===== config.mk =====
export PLATFORM = sky130hd
export DESIGN_NAME = alu_fun_dispatch
export DESIGN_NICKNAME = d
export VERILOG_FILES = /design/src/rtl/alu_fun_dispatch.sv
export SDC_FILE = /design/constraint.sdc
export NUM_CORES = 1
export LEC_CHECK = 0
export ABC_AREA = 0
export CAP_MARGIN = 20
export CORE_MARGIN = 1
export CORE_UTILIZATION = 43
export DETAILED_ROUTE_END_ITERATION = 8
export GPL_ROUTABILITY_DRIVEN = 0
export GPL_TIMING_DRIVEN = 0
export PLACE_DENSITY = 0.77
export SETUP_SLACK_MARGIN = 0.3
export SLEW_MARGIN = 10
export SYNTH_ARGS = -nofsm -noshare
export SYNTH_HDL_FRONTEND = slang
export SYNTH_SLANG_ARGS = --single-unit

===== constraint.sdc =====
create_clock -name clk -period 1.9 [get_ports clk]
set_clock_uncertainty 0.2 [all_clocks]
set_input_delay 0.19 -clock clk [delete_from_list [all_inputs] [get_ports clk]]
set_output_delay 0.19 -clock clk [all_outputs]
set_load 0.03 [all_outputs]

===== src/rtl/alu_fun_dispatch.sv =====
// alu_fun_dispatch
//   Registered ALU function dispatcher. It accepts a function code over a
//   valid/ready handshake and splits it into a unit select (MSBs) and a
//   sub-function (LSBs). It then holds a one-hot enable on the selected
//   execution unit until that unit reports done. It also reports illegal
//   selects, pulses a completion flag and counts completed operations.
//
//   Optional build macro: ALU_DISPATCH_TIMEOUT_EN
//     When defined, a watchdog aborts an operation after TIMEOUT cycles in
//     RUN without a done from the selected unit (err pulse, no out_valid).
//
// Ports
//   clk           in   system clock, rising edge
//   rst           in   synchronous active-high reset
//   fun_in        in   [FUN_W]          function code {sel, sub}
//   fun_valid     in   fun_in valid
//   fun_ready     out  dispatcher can accept a code (IDLE)
//   unit_en       out  [NUM_UNITS]      registered one-hot unit enable
//   unit_sub_fun  out  [FUN_W-SEL_W]    captured sub-function
//   unit_done     in   [NUM_UNITS]      per-unit completion strobes
//   out_valid     out  one-cycle completion pulse
//   out_unit      out  [SEL_W]          index of the last completed unit
//   busy          out  operation in flight (RUN)
//   err           out  one-cycle pulse: illegal select or timeout
//   done_cnt      out  [CNT_W]          completed-operation count, wraps
module alu_fun_dispatch #(
   parameter int FUN_W     = 4,
   parameter int SEL_W     = 2,
   parameter int NUM_UNITS = 4,
   parameter int CNT_W     = 8,
   parameter int TIMEOUT   = 15
) (
   input  logic                   clk,
   input  logic                   rst,
   input  logic [FUN_W-1:0]       fun_in,
   input  logic                   fun_valid,
   output logic                   fun_ready,
   output logic [NUM_UNITS-1:0]   unit_en,
   output logic [FUN_W-SEL_W-1:0] unit_sub_fun,
   input  logic [NUM_UNITS-1:0]   unit_done,
   output logic                   out_valid,
   output logic [SEL_W-1:0]       out_unit,
   output logic                   busy,
   output logic                   err,
   output logic [CNT_W-1:0]       done_cnt
);

   typedef enum logic {S_IDLE = 1'b0, S_RUN = 1'b1} state_t;

   state_t                 r_state, w_state_nxt;
   logic [NUM_UNITS-1:0]   r_unit_en;
   logic [FUN_W-SEL_W-1:0] r_sub;
   logic [SEL_W-1:0]       r_sel;
   logic                   r_out_valid;
   logic [SEL_W-1:0]       r_out_unit;
   logic                   r_err;
   logic [CNT_W-1:0]       r_cnt;

   logic [SEL_W-1:0]       w_sel;
   logic [FUN_W-SEL_W-1:0] w_sub;
   logic                   w_sel_legal;
   logic [NUM_UNITS-1:0]   w_sel_oh;
   logic                   w_done;
   logic                   w_accept, w_illegal, w_complete, w_abort;

   assign w_sel       = fun_in[FUN_W-1 -: SEL_W];
   assign w_sub       = fun_in[FUN_W-SEL_W-1:0];
   assign w_sel_legal = (32'(w_sel) < NUM_UNITS);

   always_comb begin
      w_sel_oh = '0;
      for (int i = 0; i < NUM_UNITS; i++) w_sel_oh[i] = (32'(w_sel) == i);
   end

   // The enable register is one-hot on the captured select while in RUN.
   // Masking with it picks out unit_done[sel] and ignores other units.
   assign w_done = |(unit_done & r_unit_en);

`ifdef ALU_DISPATCH_TIMEOUT_EN
   localparam int TW = $clog2(TIMEOUT + 1);
   logic [TW-1:0] r_tcnt;
   logic          w_tmo;

   // r_tcnt holds the number of RUN cycles already completed. Abort at the
   // edge that ends the TIMEOUT-th RUN cycle.
   assign w_tmo = (r_tcnt == TW'(TIMEOUT - 1));

   always_ff @(posedge clk) begin
      if (rst || w_accept) r_tcnt <= '0;
      else if (r_state == S_RUN) r_tcnt <= r_tcnt + TW'(1);
   end
`endif

   always_ff @(posedge clk) begin
      if (rst) r_state <= S_IDLE;
      else     r_state <= w_state_nxt;
   end

   always_comb begin
      w_state_nxt = r_state;
      w_accept    = 1'b0;
      w_illegal   = 1'b0;
      w_complete  = 1'b0;
      w_abort     = 1'b0;
      case (r_state)
         S_IDLE: begin
            if (fun_valid) begin
               if (w_sel_legal) begin
                  w_accept    = 1'b1;
                  w_state_nxt = S_RUN;
               end else begin
                  w_illegal   = 1'b1;   // code consumed, stay in IDLE
               end
            end
         end
         S_RUN: begin
            // done takes priority over a coincident timeout
            if (w_done) begin
               w_complete  = 1'b1;
               w_state_nxt = S_IDLE;
            end
`ifdef ALU_DISPATCH_TIMEOUT_EN
            else if (w_tmo) begin
               w_abort     = 1'b1;
               w_state_nxt = S_IDLE;
            end
`endif
         end
         default: w_state_nxt = S_IDLE;
      endcase
   end

   always_ff @(posedge clk) begin
      if (rst) begin
         r_unit_en   <= '0;
         r_sub       <= '0;
         r_sel       <= '0;
         r_out_valid <= 1'b0;
         r_out_unit  <= '0;
         r_err       <= 1'b0;
         r_cnt       <= '0;
      end else begin
         r_out_valid <= w_complete;
         r_err       <= w_illegal | w_abort;
         if (w_accept) begin
            r_unit_en <= w_sel_oh;
            r_sub     <= w_sub;
            r_sel     <= w_sel;
         end else if (w_complete || w_abort) begin
            r_unit_en <= '0;
         end
         if (w_complete) begin
            r_out_unit <= r_sel;
            r_cnt      <= r_cnt + CNT_W'(1);
         end
      end
   end

   assign fun_ready    = (r_state == S_IDLE);
   assign busy         = (r_state == S_RUN);
   assign unit_en      = r_unit_en;
   assign unit_sub_fun = r_sub;
   assign out_valid    = r_out_valid;
   assign out_unit     = r_out_unit;
   assign err          = r_err;
   assign done_cnt     = r_cnt;

endmodule


# Word-level counts from Yosys, hierarchy flattened
# Index checks and enable logic that the tools add are counted.
# W data, S select, Z words.
dict set report totals {
  ff_bits 20
  out_inout_bits 20
}
dict set report classes {
  add_sub_neg 1
  eq_ne 3
  mux 8
  bitwise 2
  n_reduce_logical 3
}
# cell count
set op_table {}
lappend op_table {{$add A8 B1 Y8 const B} 1}
lappend op_table {{$mux W4} 2}
lappend op_table {{$mux W1} 5}
lappend op_table {{$and A4 B4 Y4} 1}
lappend op_table {{$eq A2 B2 Y1 const B} 2}
lappend op_table {{$reduce_or A4 Y1} 1}
lappend op_table {{$eq A2 B1 Y1 const B} 1}
lappend op_table {{$logic_not A2 Y1} 1}
lappend op_table {{$pmux W1 S2} 1}
lappend op_table {{$reduce_bool A2 Y1} 1}
lappend op_table {{$not A1 Y1} 1}

# Longest topological paths before layout
dict set report depth {
  depth_word 6
  depth_mapped 6
}

# Worst setup path before layout
# No wires, ideal clock.
dict set report synth_path {
  path_kind {register to register}
  from {reg r_cnt[0], in the netlist done_cnt[0]}
  to {reg r_cnt[4], in the netlist done_cnt[4]}
  setup_ps 128
  t_arrival_ps 1373
  setup_slack_ps 200
  path_stages_with_launch 6
  synth_period_minus_slack_ps 1700
  path_cell_list {dfxtp_1 ha_1 nand3_1 a211oi_1 xnor2_1 nor2_1}
}
dict set report synth_between {
  elab_chain_len 1
}
# element line
set synth_lines {}
lappend synth_lines {{start: declaration} 57} ;# logic [CNT_W-1:0] r_cnt;
lappend synth_lines {{start signal: assignment} 154} ;# r_cnt <= r_cnt + CNT_W'(1);
lappend synth_lines {{$add A8 B1 Y8} 154}
# No other way between the ends.
# A chain may end at the register's enable or synchronous reset.

# Worst setup path after layout
dict set report layout_path {
  from {reg r_cnt[4], in the netlist done_cnt[4]}
  to {out done_cnt[4]}
}
# element line
set layout_lines {}
lappend layout_lines {{end: declaration} 45} ;# output logic [CNT_W-1:0] done_cnt
# No word-level cell between the ends.

==> reports/metrics.cfg <==
[status]
status = completed

[route]
drtIter0Drc = 13
detail-route-antenna-nets = 0
dr.pass1.iters = 4
drt_wl_total_mm = 2.10
route.vias.total = 812
wire_per_inst_um = 13.4
via_per_inst = 5.17
drc = 0

[worst_setup_path]
crit_required_ns = 1.51
path_depth = 1
crit_arrival_ns = 1.13
reg2reg_depth = 5
critical_path.max_stage_delay_ns = 0.43
crit_family = flip-flops
crit_buf_inv = 1
cp_slowest_cell = dfxtp_1
crit_chain = clkdlybuf4s15_1
critPathLaunchType = register
worstSetupPathType = reg2out
critPathCaptureType = primary output
crit_fanout = 5

[min_path]
whs_path_depth = 2
hp-class = in2reg

[sta]
hold_viol_final = 0
setup_tns_ns = 0
post-route-min-period_ns = 1.52
fmax_ghz = 0.658
setup_violations = 0
period_share_pct = 80.0
rsz0062_at_grt = no
slew_violations = 0

[cells_and_area]
antenna_cells = 0
nets = 143
drive_above_1_share_pct = 17.7
synthToLayoutAreaGrowth_pct = 39.7
final_area_um2 = 1250

[yosys]
syn_area_per_cell_um2 = 9.26
netlist_area_um2 = 898
seq_area_frac_synth_pct = 44.6
synth-seq-cells = 20
yosys_warnings = 0
synth_cells = 97
synth_top_cell_by_area = dfxtp_1
synth_cell_types = 28
synth_area_leaders = dfxtp_1 (45%), a21oi_1 (5.6%), nor2_1 (5.0%)
syn_nets = 109
synth_top_area_share_pct = 44.6

[die]
ioPinCount = 31
dieArea_um2 = 2280
die_w_um = 47.7
design.core.area_um2 = 1960
die_h_um = 47.7
rows = 16
initial_core_util_pct = 45.8

[clocking]
clockBufferDepth = 2
clk_pin_slew_ns = 0.11
cts_tree = done
cts_root_buffer = clkbuf_4
cts-hold-fix-buffers = 0
clock-sinks = 20
clkLatencyLatePin_ns = 0.29
h-tree-depth = 1
cts_buffers = 3

[power_and_ir_drop]
ir_worst_vdd_v = 0.000485
finalPower_uw = 816
powerDensity_nw_per_um2 = 650
p_leak_nw = 0.544

[global_route]
met1_usage_pct = 25.1
globalRoute.busiestLayer = met2
gr-usage-all-layers_pct = 20.7
grt_pass1_vias = 786
grt_pass1_wl_mm = 3.31
overflow = 0
grt_max_degree = 12
grt_use_met3_pct = 5.66
use_met2_pct = 35.1
antenna_found_initial = 0

[placed_design]
portBuffers = 28
dpl_cell_area_um2 = 1220
hpwl_mm = 1.54

[flow_run]
maxCapViolCount = 0

==> cell families (layout without fill, tap and decap cells) <==
logic type / after synthesis / after routing / share of synthesized area, %
AND/OR/NAND/NOR: 37 / 37 / 20.2
AO/OA/AOI/OAI: 21 / 21 / 19.6
flip-flops: 20 / 20 / 44.6
buffers and inverters: 8 / 41 / 4.60
XOR/XNOR: 6 / 6 / 5.85
multiplexers: 3 / 3 / 3.34
adder cells (fa/ha/maj): 1 / 1 / 1.39
other: 1 / 1 / 0.417
==> placed cells by master (no fill, tap or decap), types with 3 or more instances in the layout <==
master	Yosys	layout
clkbuf_1	4	3
clkbuf_4	0	3
nor2_1	12	12
clkdlybuf4s50_1	0	9
mux2i_1	3	3
nand3_1	7	7
dlygate4sd2_1	0	15
dfxtp_1	20	13
xnor2_1	5	5
a21oi_1	10	10
dfxtp_2	0	7
clkbuf_2	0	3
nand2_1	11	11
==> synth_stat cells <==
cell / instances
nor2b_1: 1
ha_1: 1
a2111oi_4: 1
buf_6: 1
a31oi_1: 1
o31a_1: 1
clkbuf_1: 4
xnor2_1: 5
mux2i_1: 3
o21ai_4: 1
conb_1: 1
a22o_1: 2
a21oi_1: 10
nand3b_1: 2
nor3_1: 1
buf_4: 1
o21ba_1: 1
nand4_4: 1
inv_1: 2
a22oi_2: 2
xor2_1: 1
nand2_1: 11
nor2_1: 12
dfxtp_1: 20
a211oi_1: 2
nor4_1: 1
nand2b_1: 1
nand3_1: 7
==> per-layer routing <==
metal / routed length, µm / vias up
met4: 37 / 0
met2: 1060 / 32
met5: 0 / -
met3: 152 / 6
met1: 851 / 373
li1: - / 401
==> final timing paths <==
path,from,endpoint,slack [ns]
worst max-delay path,done_cnt[4],done_cnt[4],0.38
worst min register to register,unit_sub_fun[0],unit_sub_fun[0],0.26
worst min-delay path,rst,out_unit[0],0.06
worst max register to register,done_cnt[0],done_cnt[4],0.40
==> final cells by class <==
cell class                      count  area (µm²)
Fill cell                         184         707
Multi-Input combinational cell     69         462
Sequential cell                    20         409
Timing Repair Buffer               29         272
Clock buffer                        4        36.3
Buffer                              6        35.0
Tap cell                           27        33.8
Inverter                            2        7.51
==> power by group <==
group / internal (mW) / switching (mW)
clock: 0.117 / 0.125
combinational: 0.0534 / 0.0785
sequential: 0.433 / 0.00936
total: 0.603 / 0.213
==> state kept, by name (all words and copies together) (netlist names) <==
signal,count
out_valid,1
done_cnt,8
unit_en,4
busy,1
r_sel,2
unit_sub_fun,2
out_unit,2
==> metrics by stage <==
stage	std cells	utilization, %	setup slack [ns]	hold slack [ns]
4_1_cts	156	63.1	0.307	0.0636
3_3_place_gp	152	62.2	0.0464	0.243
5_1_grt	157	64.0	0.307	0.0856
2_1_floorplan	97	-	0.313	0.126
6_report	157	64.0	0.380	0.0633
3_5_place_dp	152	62.2	0.0302	0.250
==> what timing repair did <==
item                       in CTS  in global routing
gates resized for setup        20                  8
setup buffers                   0                  1
pin swaps                       0                  2
setup endpoints to repair      20                  8
Note: power is estimated with default switching activity, not from simulation.
